==> config.mk <==
export PLATFORM = sky130hd
export DESIGN_NAME = key_tile_drawer_flat
export DESIGN_NICKNAME = d
export VERILOG_FILES = /design/src/rtl/key_tile_drawer_if.sv /design/src/rtl/key_tile_drawer.sv /design/src/flat_wrapper.sv
export SDC_FILE = /design/constraint.sdc
export NUM_CORES = 1
export LEC_CHECK = 0
export ABC_AREA = 1
export CAP_MARGIN = 20
export CORE_AREA = 2 2 84 86
export CTS_BUF_LIST = sky130_fd_sc_hd__clkbuf_4 sky130_fd_sc_hd__clkbuf_8
export DETAILED_ROUTE_END_ITERATION = 12
export DIE_AREA = 0 0 86 88
export PLACE_DENSITY = 0.62
export SLEW_MARGIN = 20
export SYNTH_ARGS = -nofsm -noshare
export SYNTH_HDL_FRONTEND = slang
export SYNTH_SLANG_ARGS = --single-unit
==> constraint.sdc <==
create_clock -name clock -period 4.3 [get_ports clock]
set_clock_uncertainty 0.15 [all_clocks]
set_input_delay 0.645 -clock clock [delete_from_list [all_inputs] [get_ports clock]]
set_output_delay 0.645 -clock clock [all_outputs]
set_load 0.005 [all_outputs]
==> src/rtl/key_tile_drawer_if.sv <==
// Request/status and VGA pixel-write signals between the keypress logic, the tile drawer and the adapter.
// master = upstream requester/observer side, slave = the tile drawer itself.
interface key_tile_drawer_if;
    logic [7:0] x_in;
    logic [6:0] y_in;
    logic       start;
    logic [2:0] colour_in;
    logic       erase;
    logic       busy;
    logic       done;
    logic [7:0] vga_x;
    logic [6:0] vga_y;
    logic [2:0] vga_colour;
    logic       vga_plot;

    modport master (
        output x_in, y_in, start, colour_in, erase,
        input  busy, done, vga_x, vga_y, vga_colour, vga_plot
    );

    modport slave (
        input  x_in, y_in, start, colour_in, erase,
        output busy, done, vga_x, vga_y, vga_colour, vga_plot
    );
endinterface

==> src/rtl/key_tile_drawer.sv <==
// Rasterises a TILE_W x TILE_H tile, one registered pixel per clock, first plot 1 cycle after accept, done TILE_W*TILE_H+1 after.
// No backpressure or queueing: requests are ignored while busy/done; KEY_TILE_BORDER_EN paints the perimeter white.
module key_tile_drawer #(
    parameter int TILE_W = 4,
    parameter int TILE_H = 4,
    parameter int X_MAX  = 159,
    parameter int Y_MAX  = 119
) (
    input logic              clock,
    input logic              resetn,
    key_tile_drawer_if.slave bus
);

    typedef enum logic [1:0] {IDLE, DRAW, DONE} state_t;

    state_t     state;
    logic       armed;
    logic       fin;
    logic [7:0] x0;
    logic [6:0] y0;
    logic [2:0] col;
    logic [3:0] cx;
    logic [3:0] cy;

    logic [8:0] px;
    logic [7:0] py;
    logic       last_col;
    logic       last_row;
    logic       vis;
    logic [2:0] pix_col;

    // One spare bit on each sum so a tile hanging past 255/127 is clipped, not wrapped.
    assign px       = {1'b0, x0} + {5'd0, cx};
    assign py       = {1'b0, y0} + {4'd0, cy};
    assign last_col = (cx == 4'(TILE_W - 1));
    assign last_row = (cy == 4'(TILE_H - 1));
    assign vis      = (px <= 9'(X_MAX)) && (py <= 8'(Y_MAX));

`ifdef KEY_TILE_BORDER_EN
    logic erase_q;
    assign pix_col = (!erase_q && (cx == 4'd0 || last_col || cy == 4'd0 || last_row)) ? 3'b111 : col;
`else
    assign pix_col = col;
`endif

    always_ff @(posedge clock or negedge resetn) begin
        if (!resetn) begin
            state          <= IDLE;
            armed          <= 1'b1;
            fin            <= 1'b0;
            x0             <= '0;
            y0             <= '0;
            col            <= '0;
            cx             <= '0;
            cy             <= '0;
            bus.busy       <= 1'b0;
            bus.done       <= 1'b0;
            bus.vga_x      <= '0;
            bus.vga_y      <= '0;
            bus.vga_colour <= '0;
            bus.vga_plot   <= 1'b0;
`ifdef KEY_TILE_BORDER_EN
            erase_q        <= 1'b0;
`endif
        end else begin
            // Re-arm only once start has been seen low, so a held request draws one tile.
            if (!bus.start) begin
                armed <= 1'b1;
            end

            case (state)
                IDLE: begin
                    bus.done <= 1'b0;
                    if (bus.start && armed) begin
                        armed <= 1'b0;
                        x0    <= bus.x_in;
                        y0    <= bus.y_in;
                        col   <= bus.erase ? 3'b000 : bus.colour_in;
                        cx    <= '0;
                        cy    <= '0;
                        fin   <= 1'b0;
                        state <= DRAW;
`ifdef KEY_TILE_BORDER_EN
                        erase_q <= bus.erase;
`endif
                    end
                end

                DRAW: begin
                    if (fin) begin
                        bus.busy     <= 1'b0;
                        bus.vga_plot <= 1'b0;
                        bus.done     <= 1'b1;
                        state        <= DONE;
                    end else begin
                        bus.busy       <= 1'b1;
                        bus.vga_x      <= px[7:0];
                        bus.vga_y      <= py[6:0];
                        bus.vga_colour <= pix_col;
                        bus.vga_plot   <= vis;
                        if (last_col) begin
                            cx <= '0;
                            if (last_row) begin
                                cy  <= '0;
                                fin <= 1'b1;
                            end else begin
                                cy <= cy + 4'd1;
                            end
                        end else begin
                            cx <= cx + 4'd1;
                        end
                    end
                end

                DONE: begin
                    bus.done <= 1'b0;
                    state    <= IDLE;
                end

                default: state <= IDLE;
            endcase
        end
    end

endmodule

==> src/flat_wrapper.sv <==
// flat-port wrapper written by rule: the top's interface ports become plain ports
module key_tile_drawer_flat 
#(
    parameter int TILE_W = 4,
    parameter int TILE_H = 4,
    parameter int X_MAX  = 159,
    parameter int Y_MAX  = 119
)
  (clock, resetn, bus_x_in, bus_y_in, bus_start, bus_colour_in, bus_erase, bus_busy, bus_done, bus_vga_x, bus_vga_y, bus_vga_colour, bus_vga_plot);
  key_tile_drawer_if bus_i ();
  input logic clock;
  input logic resetn;
  input wire logic [$bits(bus_i.x_in)-1:0] bus_x_in;
  input wire logic [$bits(bus_i.y_in)-1:0] bus_y_in;
  input wire logic [$bits(bus_i.start)-1:0] bus_start;
  input wire logic [$bits(bus_i.colour_in)-1:0] bus_colour_in;
  input wire logic [$bits(bus_i.erase)-1:0] bus_erase;
  output wire logic [$bits(bus_i.busy)-1:0] bus_busy;
  output wire logic [$bits(bus_i.done)-1:0] bus_done;
  output wire logic [$bits(bus_i.vga_x)-1:0] bus_vga_x;
  output wire logic [$bits(bus_i.vga_y)-1:0] bus_vga_y;
  output wire logic [$bits(bus_i.vga_colour)-1:0] bus_vga_colour;
  output wire logic [$bits(bus_i.vga_plot)-1:0] bus_vga_plot;
  assign bus_i.x_in = bus_x_in;
  assign bus_i.y_in = bus_y_in;
  assign bus_i.start = bus_start;
  assign bus_i.colour_in = bus_colour_in;
  assign bus_i.erase = bus_erase;
  assign bus_busy = bus_i.busy;
  assign bus_done = bus_i.done;
  assign bus_vga_x = bus_i.vga_x;
  assign bus_vga_y = bus_i.vga_y;
  assign bus_vga_colour = bus_i.vga_colour;
  assign bus_vga_plot = bus_i.vga_plot;
  key_tile_drawer #(.TILE_W(TILE_W), .TILE_H(TILE_H), .X_MAX(X_MAX), .Y_MAX(Y_MAX)) u_core (.clock(clock), .resetn(resetn), .bus(bus_i));
endmodule
* Yosys cells after proc, flatten, opt, wreduce, memory -nomap -nowiden
Index checks and enable logic that the tools add are counted.
Storage, ports and cells: latch bits 0, output and inout bits 21, bits in registers 51, memories kept 0, RAM bits 0, memory bits (read-only) 0
Cells by class: bitwise gates (word level) 1, shifts and indexed selects 0, add/sub/neg operators 4, reductions and logical operators 13, equality and inequality tests 8, multiply operators 0, divide/modulo/power cells 0, muxes and demuxes 24, magnitude comparators 2
Operator list (number):
- $mux 4 | 6
- $pmux 4 s2 | 2
- $mux 1 | 10
- $reduce_and 2->1 | 5
- $add 8x4->9 | 1
- $le 9x8->1 const B | 1
- $add 4x1->4 const B | 2
- $add 7x4->8 | 1
- $eq 4x2->1 const B | 2
- $le 8x7->1 const B | 1
- $ne 2x1->1 const B | 3
- $mux 2 | 2
- $pmux 1 s2 | 2
- $pmux 2 s2 | 1
- $reduce_and 4->1 | 1
- $reduce_bool 2->1 | 2
- $mux 3 | 1
- $reduce_and 3->1 | 1
- $eq 2x1->1 const B | 1
- $eq 2x2->1 const B | 1
- $logic_and 1x1->1 | 2
- $logic_not 2->1 | 1
- $ne 2x2->1 const B | 1
- $reduce_or 2->1 | 1
- $not 1->1 | 1

* Logic depth before layout (Yosys ltp)
depth in word-level cells 5, gate-level depth with buffers 11, depth with buffers taken out 11

* Least setup slack after synthesis
OpenSTA, ideal clock, no wires.
path type register -> register, from reg u_core.cy[0], to reg u_core.bus.vga_plot, arrival 1658 ps, cell stages (with the launch flop) 11, setup time 117 ps, path buffers 0, setup slack 2375 ps, period minus slack after synthesis 1925 ps, path through dfrtp_1 ha_1 fa_1 nand3_1 nand3_1 nand2_1 nand2_1 nor2_1 nand3_1 nand3_1 nand2_1
On the way: longest elaborated chain between the ends 4
Ends and longest elaborated chain:
- start, declared | line key_tile_drawer.sv:23 | logic [3:0] cy;
- start signal, assigned | line key_tile_drawer.sv:107 | cy <= cy + 4'd1;
- $add 7x4->8 | line key_tile_drawer.sv:34 | assign py = {1'b0, y0} + {4'd0, cy};
- $le 8x7->1 | line key_tile_drawer.sv:37 | assign vis = (px <= 9'(X_MAX)) && (py <= 8'(Y_MAX));
- $logic_and 1x1->1 | line key_tile_drawer.sv:37
- $mux 1 | line key_tile_drawer.sv:90 | if (fin) begin
- end signal, assigned | line key_tile_drawer.sv:100 | bus.vga_plot <= vis;
- end, declared | line key_tile_drawer_if.sv:23 | output busy, done, vga_x, vga_y, vga_colour, vga_plot
Every way passes these cells. A chain may end at the register's enable or synchronous reset.

* Worst setup path in the final report
from in bus_start, to reg u_core.col[2]
On the way: longest elaborated chain between the ends 2
Ends and longest elaborated chain:
- start, declared | line flat_wrapper.sv:15 | input wire logic [$bits(bus_i.start)-1:0] bus_start;
- $logic_and 1x1->1 | line key_tile_drawer.sv:74 | if (bus.start && armed) begin
- $reduce_and 2->1 (no source line)
- end signal, assigned | line key_tile_drawer.sv:78 | col <= bus.erase ? 3'b000 : bus.colour_in;
- end, declared | line key_tile_drawer.sv:21 | logic [2:0] col;
Every way passes these cells.

==> results.cfg <==
[run_status]
status = complete, no violations

[drt]
wl_met1_mm = 2.628
drc = 0
top_layer = met4
wl_met3_um = 263
drt_iter0_drc = 127
wl_mm = 5.703
wl_per_cell_um = 12.93
drt-pass1-iter-count = 5
num_vias = 2118
ant_nets = 0
wl_met2_mm = 2.770
vias_per_cell = 4.803

[timing]
final.setup.tns_ns = 0
rsz0062_at_grt = no
tightest_slew_ns = 0.5678
min_period_ns = 2.191
timing_hold_violations_final = 0
slew_headroom_pct = 62.09
slew_violations = 0
fmax_ghz = 0.4565
fin_crit_sh_pct = 50.95
final-setup-viol-count = 0

[final_layout]
stdcell_count = 441
multi_input_area_mm2 = 0.001159
syn_to_final_growth_pct = 21.77
fin_util_pct = 47.93
drive_gt1_share_pct = 8.310
ff_latch_area_mm2 = 0.001277
num_antenna_cells = 0
fill_cells = 669
nets = 394

[cts]
cts.clk_slew.worst_paths_ns = 0.09
clockBufferDepth = 2
postCtsHoldBufs = 0
cts-buffers-inserted = 5
cts-root-buf = clkbuf_8
htreeDepth = 2
post_cts_buffers = 0
clk_latency_ns = 0.30
tritoncts = yes
ctsResizeCount = 0
clock-sinks = 51

[grt]
grt_pass1_vias = 2090
grt_pass1_wl_mm = 9.791
grt.overflow.total = 0
grt_max_degree = 44
grt_antenna_before_repair = 0
grt_use_total_pct = 16.59

[floorplanning]
rows = 30
start_util_pct = 39.36
dieArea_mm2 = 0.007568
io_pins = 43
die_x_um = 86
core_mm2 = 0.006644
dieHeight_um = 88

[pwr]
power.leakage_nw = 1.588
vdd_ir_drop_max_mv = 0.2797
powerDensity_mw_per_mm2 = 623.7

[logic_synthesis]
ys_ff_latch = 51
synthArstFlopShare_pct = 100.0
netlist_area_mm2 = 0.002615
syn-num-nets = 350
yosys_warnings = 0
synth_common_cells = 122 x nand2_1, 50 x dfrtp_1, 28 x inv_1, 28 x nand3_1, 19 x o21ai_0
seq_area_frac_synth_pct = 48.85
synth_edf_count = 0
yosys-top-cells-area = dfrtp_1 48%, nand2_1 18%, nand3_1 5.4%, ha_1 4.8%, inv_1 4.0%
avgSynthCellArea_um2 = 8.275
synth_cell_types = 31
synthFlopType = dfrtp_1
synth.most_common_cell = nand2_1
synth_top_area_share_pct = 47.85
synth_area_leader_cell = dfrtp_1
netlist_instances = 316

[worst_setup_path]
worstSetupEndpoint = u_core.col[2]
slowest_stage = inv_2
critical_path.startpoint_type = input pin
worstSetupPathType = in -> reg
r2r-end = u_core.bus.vga_plot
ff2ff_path_depth = 10
rr_startpoint = u_core.cy[0]
cp_slowest_stage_delay_ns = 0.50
crit_fanout = 28
arrival_ns = 2.26
path_cells = clkdlybuf4s50_1, nand3_1, inv_2, nand3_1, o21ai_0
r2r_slack_ns = 2.11
crit_path_start = bus_start
required_ns = 4.37
worst_path_most_repeated_cell = nand3_1
critPathCaptureType = register

[min_path]
hp-class = in -> async

[place]
portBuffers = 42
globalplace.congestion = 0.7962
hpwl_mm = 4.188
placed_cells = 433

[job]
maxCapViolCount = 0
worst max-delay path: cells and delay by family:
kind	cells	cell delay, ns
and+or+nand+nor	2	0.53
AOI/OAI and AO/OA	1	0.10
buffers and inverters	2	0.99
power by group:
group,switching (W),total (W),internal [W]
logic,0.000469,0.000859,0.000390
registers,0.000155,0.000833,0.000678
clock network,0.000157,0.000294,0.000137
total,0.000782,0.00199,0.00120
worst min path at each step:
stage | startpoint | end | slack, ns | cells after the start
final | resetn | u_core.bus.vga_x[2] | 0.03 | 1
after global routing | resetn | u_core.bus.vga_x[2] | 0.04 | 1
after CTS | resetn | u_core.bus.vga_x[1] | 0.03 | 1
after detailed placement | u_core.bus.vga_y[0] | u_core.bus.vga_y[0] | 0.31 | 2
after global placement | u_core.bus.vga_y[1] | u_core.bus.vga_y[1] | 0.31 | 2
after floorplan | resetn | u_core.bus.busy | 0.20 | 0
kinds of logic (layout without fill, tap and decap cells):
logic type,Yosys count,after routing,share of synthesized area [%]
adder cells (fa/ha/maj),12,12,6.316
XOR/XNOR,5,5,1.675
AND/OR/NAND/NOR,174,174,28.61
AO/OA/AOI/OAI,34,34,7.704
flip-flops,51,51,48.85
buffers and inverters,40,85,6.842
state kept, by name (all words and copies together) (netlist names):
signal / count
u_core.bus.vga_colour: 3
u_core.fin: 1
u_core.y0: 7
u_core.armed: 1
u_core.x0: 8
u_core.bus.done: 1
u_core.bus.busy: 1
u_core.col: 3
u_core.bus.vga_x: 8
u_core.cy: 4
u_core.bus.vga_plot: 1
u_core.bus.vga_y: 7
u_core.cx: 4
u_core.state: 2
layer usage:
layer | vias up | global-route usage [%]
met5 | - | 0
met4 | 0 | 5.339
met3 | 4 | 3.110
met2 | 48 | 28.47
met1 | 981 | 21.24
li1 | 1085 | -
cell type report:
cell class / instances / share of cell area (%)
flip-flops and latches: 51 / 40.12
multi-input cells: 225 / 36.39
repair buffers: 43 / 13.28
inverters: 34 / 4.086
well taps: 80 / 3.143
clock buffers: 7 / 2.829
clock inverters: 1 / 0.1572
cell usage in the layout, fill, tap and decap left out, types with 4 or more instances in the layout:
cell type / netlist / final
nor2_1: 11 / 11
clkbuf_8: 0 / 6
ha_1: 10 / 10
o21ai_2: 6 / 6
o21ai_0: 19 / 19
inv_2: 5 / 5
nand2_1: 122 / 122
clkdlybuf4s50_1: 0 / 41
nand3_1: 28 / 28
inv_1: 28 / 28
nand4_1: 4 / 4
dfrtp_1: 50 / 50
stage by stage:
| step | setup slack, ns | hold WS, ns | total power (W) | cell area [um2] |
|---|---|---|---|---|
| 2_1_floorplan | 2.375 | 0.1994 | 0.001387 | 2615 |
| 3_3_place_gp | 1.867 | 0.3092 | 0.001689 | 3089 |
| 3_5_place_dp | 1.789 | 0.3123 | 0.001712 | 3089 |
| 4_1_cts | 2.104 | 0.03036 | 0.002012 | 3184 |
| 5_1_grt | 1.896 | 0.03545 | 0.002193 | 3184 |
| 6_report | 2.109 | 0.03284 | 0.001986 | 3184 |
No activity file was read; power rests on OpenSTA's default activity.
